## src/rtl/tmds_encoder.sv

```systemverilog
// rtl/tmds_encoder.sv - TMDS 8b/10b encoder for one colour channel, 3-stage pipeline
// q_m is built in stage 2; stage 3 applies DC balancing against the running disparity cnt.
module tmds_encoder (
  input  logic       sys_clk,
  input  logic       sys_rst_n,
  input  logic [7:0] data_in,
  input  logic       c0,
  input  logic       c1,
  input  logic       de,
  output logic [9:0] data_out
);

  function automatic logic [3:0] popcount8(input logic [7:0] v);
    logic [3:0] s;
    s = '0;
    for (int i = 0; i < 8; i++) s = s + {3'b000, v[i]};
    return s;
  endfunction

  // Stage 1
  logic [7:0] d1;
  logic       de1, c0_1, c1_1;
  logic [3:0] n1d;

  // Stage 2
  logic [8:0] q_m;
  logic       de2, c0_2, c1_2;
  logic [3:0] n1q, n0q;

  logic signed [4:0] cnt;

  logic [8:0] q_m_next;
  always_comb begin
    logic       xnor_mode;
    logic [8:0] q;
    xnor_mode = (n1d > 4'd4) || ((n1d == 4'd4) && !d1[0]);
    q         = '0;
    q[0]      = d1[0];
    for (int i = 1; i < 8; i++)
      q[i] = xnor_mode ? ~(q[i-1] ^ d1[i]) : (q[i-1] ^ d1[i]);
    q[8]     = ~xnor_mode;
    q_m_next = q;
  end

  logic signed [4:0] n1s, n0s, diff, two_q8, two_nq8;
  logic signed [4:0] cnt_next;
  logic [9:0]        word_next;

  assign n1s     = $signed({1'b0, n1q});
  assign n0s     = $signed({1'b0, n0q});
  assign diff    = n1s - n0s;
  assign two_q8  = $signed({3'b000, q_m[8], 1'b0});
  assign two_nq8 = $signed({3'b000, ~q_m[8], 1'b0});

  always_comb begin
    word_next = '0;
    cnt_next  = cnt;
    if (!de2) begin
      cnt_next = '0;
      case ({c1_2, c0_2})
        2'b00:   word_next = 10'b1101010100;
        2'b01:   word_next = 10'b0010101011;
        2'b10:   word_next = 10'b0101010100;
        default: word_next = 10'b1010101011;
      endcase
    end else if ((cnt == 5'sd0) || (n1q == n0q)) begin
      word_next = {~q_m[8], q_m[8], q_m[8] ? q_m[7:0] : ~q_m[7:0]};
      cnt_next  = q_m[8] ? (cnt + diff) : (cnt - diff);
    end else if (((cnt > 5'sd0) && (n1q > n0q)) || ((cnt < 5'sd0) && (n0q > n1q))) begin
      word_next = {1'b1, q_m[8], ~q_m[7:0]};
      cnt_next  = cnt + two_q8 - diff;
    end else begin
      word_next = {1'b0, q_m[8], q_m[7:0]};
      cnt_next  = cnt - two_nq8 + diff;
    end
  end

  always_ff @(posedge sys_clk) begin
    if (!sys_rst_n) begin
      d1       <= '0;
      de1      <= 1'b0;
      c0_1     <= 1'b0;
      c1_1     <= 1'b0;
      n1d      <= '0;
      q_m      <= '0;
      de2      <= 1'b0;
      c0_2     <= 1'b0;
      c1_2     <= 1'b0;
      n1q      <= '0;
      n0q      <= '0;
      cnt      <= '0;
      data_out <= '0;
    end else begin
      d1       <= data_in;
      de1      <= de;
      c0_1     <= c0;
      c1_1     <= c1;
      n1d      <= popcount8(data_in);
      q_m      <= q_m_next;
      de2      <= de1;
      c0_2     <= c0_1;
      c1_2     <= c1_1;
      n1q      <= popcount8(q_m_next[7:0]);
      n0q      <= popcount8(~q_m_next[7:0]);
      cnt      <= cnt_next;
      data_out <= word_next;
    end
  end

endmodule

```

## config.mk

```make
export PLATFORM = sky130hd
export DESIGN_NAME = tmds_encoder
export DESIGN_NICKNAME = d
export VERILOG_FILES = /design/src/rtl/tmds_encoder.sv
export SDC_FILE = /design/constraint.sdc
export NUM_CORES = 1
export LEC_CHECK = 0
export ABC_AREA = 1
export CAP_MARGIN = 20
export CORE_MARGIN = 2
export CORE_UTILIZATION = 40
export DETAILED_ROUTE_END_ITERATION = 7
export SETUP_SLACK_MARGIN = 0.2
export SLEW_MARGIN = 20
export SYNTH_ARGS = -nofsm -noshare
export SYNTH_HDL_FRONTEND = slang
export SYNTH_SLANG_ARGS = --single-unit
```

## constraint.sdc

```tcl
create_clock -name sys_clk -period 3.8 [get_ports sys_clk]
set_input_delay 1.14 -clock sys_clk [delete_from_list [all_inputs] [get_ports sys_clk]]
set_output_delay 1.14 -clock sys_clk [all_outputs]
set_load 0.02 [all_outputs]
```

==> impl_metrics.yaml, run 1 <==
global_route:
  grtUsageTotal_pct: 13.9
  grt_max_degree: 22
  antenna_found_initial: 0
  gr-total-overflow: 0
  grt_pass1_wl_um: 9780
  grt_pass1_vias: 2233
clocking:
  ctsRootBufferMaster: "clkbuf_8"
  numCtsBuffers: 5
  path_clk_slew_ns: 0.09
  cts.sinks: 50
  clk_latency_ns: 0.31
  clock_path_buffers: 2
  htree_levels: 2
  cts_tree: "built"
sta:
  finalCriticalPeriod_ns: 3.51
  tightest_slew_ns: 0.558
  fin_crit_sh_pct: 92.4
  relSlewSlack_pct: 62.4
  setup_viol: 0
  layout_setup_ws_ns: 0.290
  setup_tns_ns: 0
  hold_violations: 0
  fin_worst_skew_ns: 0.0177
  slew_violations: 0
  clock.fmax_mhz: 285
  rsz0062_at_grt: "yes"
power_and_ir_drop:
  power_mw: 3.74
  vdd_drop_max_mv: 0.393
  comb_power_share_pct: 71.7
  power.switching_mw: 1.79
  powerDensity_nw_per_um2: 971
  p_leak_nw: 1.95
  seqPwrFrac_pct: 17.5
  p_sw_share_pct: 47.8
  p_int_mw: 1.95
  clkPwrFrac_pct: 10.8
min_path:
  holdCritPathClass: "flop to flop"
  hold_depth: 2
route:
  post-route-drc-count: 0
  wl_um: 5740
  ant_nets: 0
  dr.pass1.iters: 4
  wl_per_cell_um: 10.7
  viasPerCell: 4.42
  dr_total_vias: 2385
  drt_iter0_drc: 46
placement:
  pre_cts_ws_ns: -0.267
  dp_hpwl_um: 4550
  port_buffers: 22
  routabilityCongestion: 0.820
floorplanning:
  dieArea_um2: 8880
  initial_utilization_pct: 41.7
  coreArea_um2: 7810
  die_x_um: 94.2
  std_cell_rows: 32
  die_h_um: 94.2
  pin_count: 23
worst_setup_path:
  crit_fanout: 5
  required_ns: 3.98
  critical_path_class: "flop to flop"
  cp-start-kind: "flop"
  r2r_slack_ns: 0.29
  endpoint_kind: "flop"
  reg2regPathDepth: 15
  arrival_ns: 3.69
synthesis:
  syn-num-nets: 469
  ys_ff_latch: 50
  mappedNetlistArea_um2: 3260
  syn_area_per_cell_um2: 8.02
  ys_types: 33
  synthTopCellsByArea: "dfxtp_1 31%, ha_1 13%, inv_1 11%"
  yosysWarnings: 0
  synth_top_area_share_pct: 30.7
  seq_area_frac_synth_pct: 30.7
  yosysTopAreaCell: "dfxtp_1"
  syn_inst: 406
cells_and_area:
  fillers: 773
  seq_area_um2: 1010
  area.growth.synth_to_final_pct: 18.4
  multiInputGateArea_um2: 1950
  diodes: 0
  final_nets: 499
  final_layout_size_suffix_gt1_share_pct: 15.1
run_status:
  status: "completed"
flow_run:
  drv_cap: 0
-- cells in the mapped netlist (all sizes together) --
cell type,instances
o211ai,3
o21bai,2
nand2,81
ha,34
clkbuf,4
xor2,9
xnor2,6
nand3b,3
nand3,36
clkinv,1
inv,101
a31oi,1
or2,3
nor2,22
a21oi,18
fa,16
dfxtp,50
a21o,1
o22ai,1
nand4,2
o21ai,12
-- power by group through the flow --
| stage | Combinational, mW | Clock, mW | Sequential [mW] |
|---|---|---|---|
| detailed placement | 2.65 | 0 | 0.669 |
| global route | 3.18 | 0.430 | 0.665 |
| floorplan | 2.15 | 0 | 0.675 |
| global placement | 2.58 | 0 | 0.668 |
| finish | 2.68 | 0.403 | 0.656 |
| CTS | 2.67 | 0.410 | 0.656 |
-- layer usage --
layer  share of wire [%]  GRT usage [%]  vias up
li1                    -              -     1292
met1                  48           17.5     1062
met2                  48           24.1       23
met3                 2.4           2.65        8
met4                 1.4           4.35        0
met5                   0              0        -
-- logic make-up (layout without fill, tap and decap cells) --
logic type / count (synthesis) / count (layout) / synth area share, %
xor gates and xnor gates: 15 / 15 / 4.04
AOI/OAI and AO/OA: 38 / 38 / 6.61
adders and majority gates: 50 / 50 / 22.9
DFF: 50 / 50 / 30.7
buffers and inverters: 106 / 137 / 12.4
and+or+nand+nor: 147 / 147 / 23.3
-- per-stage QoR --
step           util (%)  hold WS [ns]  instances  instance area [um^2]
2_1_floorplan         -         0.390        406                  3260
3_3_place_gp       46.2         0.399        528                  3600
3_5_place_dp       46.2         0.398        528                  3600
4_1_cts            47.8         0.418        536                  3730
5_1_grt            49.4         0.429        539                  3850
6_report           49.4         0.415        539                  3850
-- critical path: stages, from the launching register on --
cell	delay [ns]
dfxtp_4	0.41
inv_6	0.05
nand2_4	0.07
nand3_4	0.08
nand2_2	0.08
nand2_2	0.06
nand2_2	0.08
xor2_2	0.19
fa_2	0.50
fa_1	0.55
inv_1	0.05
fa_1	0.49
ha_2	0.19
inv_2	0.04
fa_2	0.50
nor2_1	0.04
-- flip-flops by register name, summed over array words and instances (netlist names), 4 cells and up --
register  flops
data_out     10
q_m           9
d1            8
cnt           5
n0q           4
n1d           4
n1q           4
-- final cells by class --
class / count / area share (%)
inverter: 102 / 10.3
clock buffer: 6 / 2.14
tap: 102 / 3.31
multi-input combinational: 250 / 50.7
timing repair buffer: 27 / 6.43
sequential: 50 / 26.2
clock inverter: 2 / 1.01
-- what timing repair did --
item                                    CTS  global route
endpoints found under the setup margin    5             6
pin swaps                                 1            14
hold buffers                              0             0
resized for setup                         7            35
setup buffers                             0             3
-- path summary, 6_finish.rpt --
check              from      to
hold / removal      de1     de2
setup / recovery  d1[0]  n1q[1]
hold reg to reg     de1     de2
setup reg to reg  d1[0]  n1q[1]
-- placed cells by master (no fill, tap or decap), types with 5 or more instances in the layout --
cell type        count
fa_1                12
inv_1               94
clkdlybuf4s50_1     19
clkbuf_8             6
dfxtp_1             48
xnor2_1              6
xor2_1               7
ha_1                31
a21oi_1             17
nand2_1             59
o21ai_0              7
nand2_4              8
nor2_1              21
nand3_1             29
nand2_2             11
buf_4                5
(Power assumes the default switching activity.)
==> run 2, diff against run 1 <==
- CORE_MARGIN: 2 -> unset
- GPL_TIMING_DRIVEN: unset -> 0
==> impl_metrics.yaml, run 2 (synthesis results as in run 1) <==
run_status:
  status: "completed"
cells_and_area:
  fillers: 761
  regMostFlops: "data_out"
  layout_commonest_cell: "inv_1"
  mostFrequentLayoutCells: "92 x inv_1, 60 x nand2_1, 48 x dfxtp_1, 31 x ha_1, 29 x nand3_1"
  diodes: 0
  final_area_um2: 3860
  final_nets: 504
  seq_area_um2: 1010
  multiInputGateArea_um2: 1970
  largest_reg_flops: 10
  area.growth.synth_to_final_pct: 18.5
  reg_top3: "data_out x10, q_m x9, d1 x8"
  final_layout_size_suffix_gt1_share_pct: 15.8
  final_cells: 544
sta:
  fin_crit_sh_pct: 92.5
  finalCriticalPeriod_ns: 3.51
  fin_worst_skew_ns: 0.00704
  slew_violations: 0
  rsz0062_at_grt: "yes"
  tightest_slew_ns: 0.522
  relSlewSlack_pct: 64.9
  hold_violations: 0
  clock.fmax_mhz: 285
  setup_viol: 0
global_route:
  grt_pass1_vias: 2282
  grt_max_degree: 18
  antenna_found_initial: 0
  grt_pass1_wl_um: 10100
  gr-total-overflow: 0
  grtUsageTotal_pct: 15.0
floorplanning:
  initial_utilization_pct: 41.7
  dieArea_um2: 8500
  std_cell_rows: 32
  die_x_um: 92.2
  die_h_um: 92.2
  coreArea_um2: 7810
  pin_count: 23
worst_setup_path:
  cp_top_family: "adder cells"
  arrival_ns: 3.70
  path_cells: "inv_6, nand2_4, nand3_4, nand2_4, nand2_4, nand2_4, xor2_4, fa_2, fa_1, inv_1, fa_1, ha_2, inv_2, fa_2, nor2_1"
  crit_fanout: 5
  critPathMostFrequentCell: "nand2_4"
  required_ns: 3.98
  cp.buffers_inverters: 3
  endpoint_kind: "flop"
  critical_path_class: "flop to flop"
  cp-start-kind: "flop"
  cp_slowest_cell: "fa_1"
  slowest_delay_ns: 0.54
placement:
  dp_hpwl_um: 4600
  dp.cells: 529
  routabilityCongestion: 0.761
  port_buffers: 21
  place_area_um2: 3590
clocking:
  cts.sinks: 50
  clk_latency_ns: 0.31
  clock_path_buffers: 2
  ctsHoldBuffers: 0
  path_clk_slew_ns: 0.10
  ctsRootBufferMaster: "clkbuf_8"
  cts_tree: "built"
  numCtsBuffers: 5
  htree_levels: 2
route:
  ant_nets: 0
  post-route-drc-count: 0
  dr_total_vias: 2439
  drt_iter0_drc: 44
  wl_um: 5820
  dr.pass1.iters: 4
  wl_per_cell_um: 10.7
  viasPerCell: 4.48
min_path:
  holdCritPathClass: "flop to flop"
flow_run:
  drv_cap: 0
==> run 2: cell types whose count changed in the layout (fill, tap and decap cells not counted), sizes merged <==
cell           before  now
clkinvlp            0    2
clkdlybuf4s50      19   18
clkdlybuf4s15       1    0
buf                 5    7
clkbuf              8   12
bufinv              1    0
==> run 2: final cells by class <==
| class | instances | area share [%] |
|---|---|---|
| inverters | 102 | 10.2 |
| well taps | 102 | 3.31 |
| repair buffers | 28 | 6.52 |
| clock buffers | 5 | 1.78 |
| clock inverters | 3 | 0.616 |
| flip-flops and latches | 50 | 26.1 |
| multi-input cells | 250 | 51.1 |
| plain buffers | 4 | 0.389 |
==> run 2: metrics by stage <==
stage	hold WS [ns]	setup WS [ns]	utilization (%)	setup TNS, ns
finish	0.422	0.287	49.4	0
detailed placement	0.399	-0.298	46.0	-0.574
CTS	0.423	0.202	47.5	0
global placement	0.402	-0.310	46.0	-0.576
global route	0.446	0.137	49.4	0
floorplan	0.390	0.305	-	0
==> run 2: metal layers <==
layer	routed length (um)	vias up	share of wire (%)	global-route usage (%)
met5	0	-	0	0
met4	42	0	0.72	2.73
met3	136	5	2.3	3.73
met2	2880	30	50	25.4
met1	2760	1095	47	19.6
li1	-	1309	-	-
==> run 2: worst paths after layout <==
| path | startpoint | endpoint | slack (ns) | cells past startpoint |
|---|---|---|---|---|
| min reg2reg | c0_1 | c0_2 | 0.42 | 2 |
| max | d1[0] | n1q[1] | 0.29 | 15 |
| max reg2reg | d1[0] | n1q[1] | 0.29 | 15 |
| min | c0_1 | c0_2 | 0.42 | 2 |
==> run 2: worst register-to-register path: stages, from the launching register on <==
cell and delay, ns:
dfxtp_4 0.41, inv_6 0.05, nand2_4 0.07, nand3_4 0.09
nand2_4 0.10, nand2_4 0.06, nand2_4 0.09, xor2_4 0.16
fa_2 0.49, fa_1 0.54, inv_1 0.05, fa_1 0.49
ha_2 0.20, inv_2 0.04, fa_2 0.51, nor2_1 0.04
==> run 2: timing repair <==
action                     4_1_cts  5_1_grt
setup endpoints to repair        6        6
gates resized for setup          9       37
pin swaps                        1       16
cloned                           0        0
buffers inserted                 1        6
Power of run 2 is left out: the tool's default activity adds up to more than one toggle a clock period on the data nets, which glitch-free logic cannot reach.
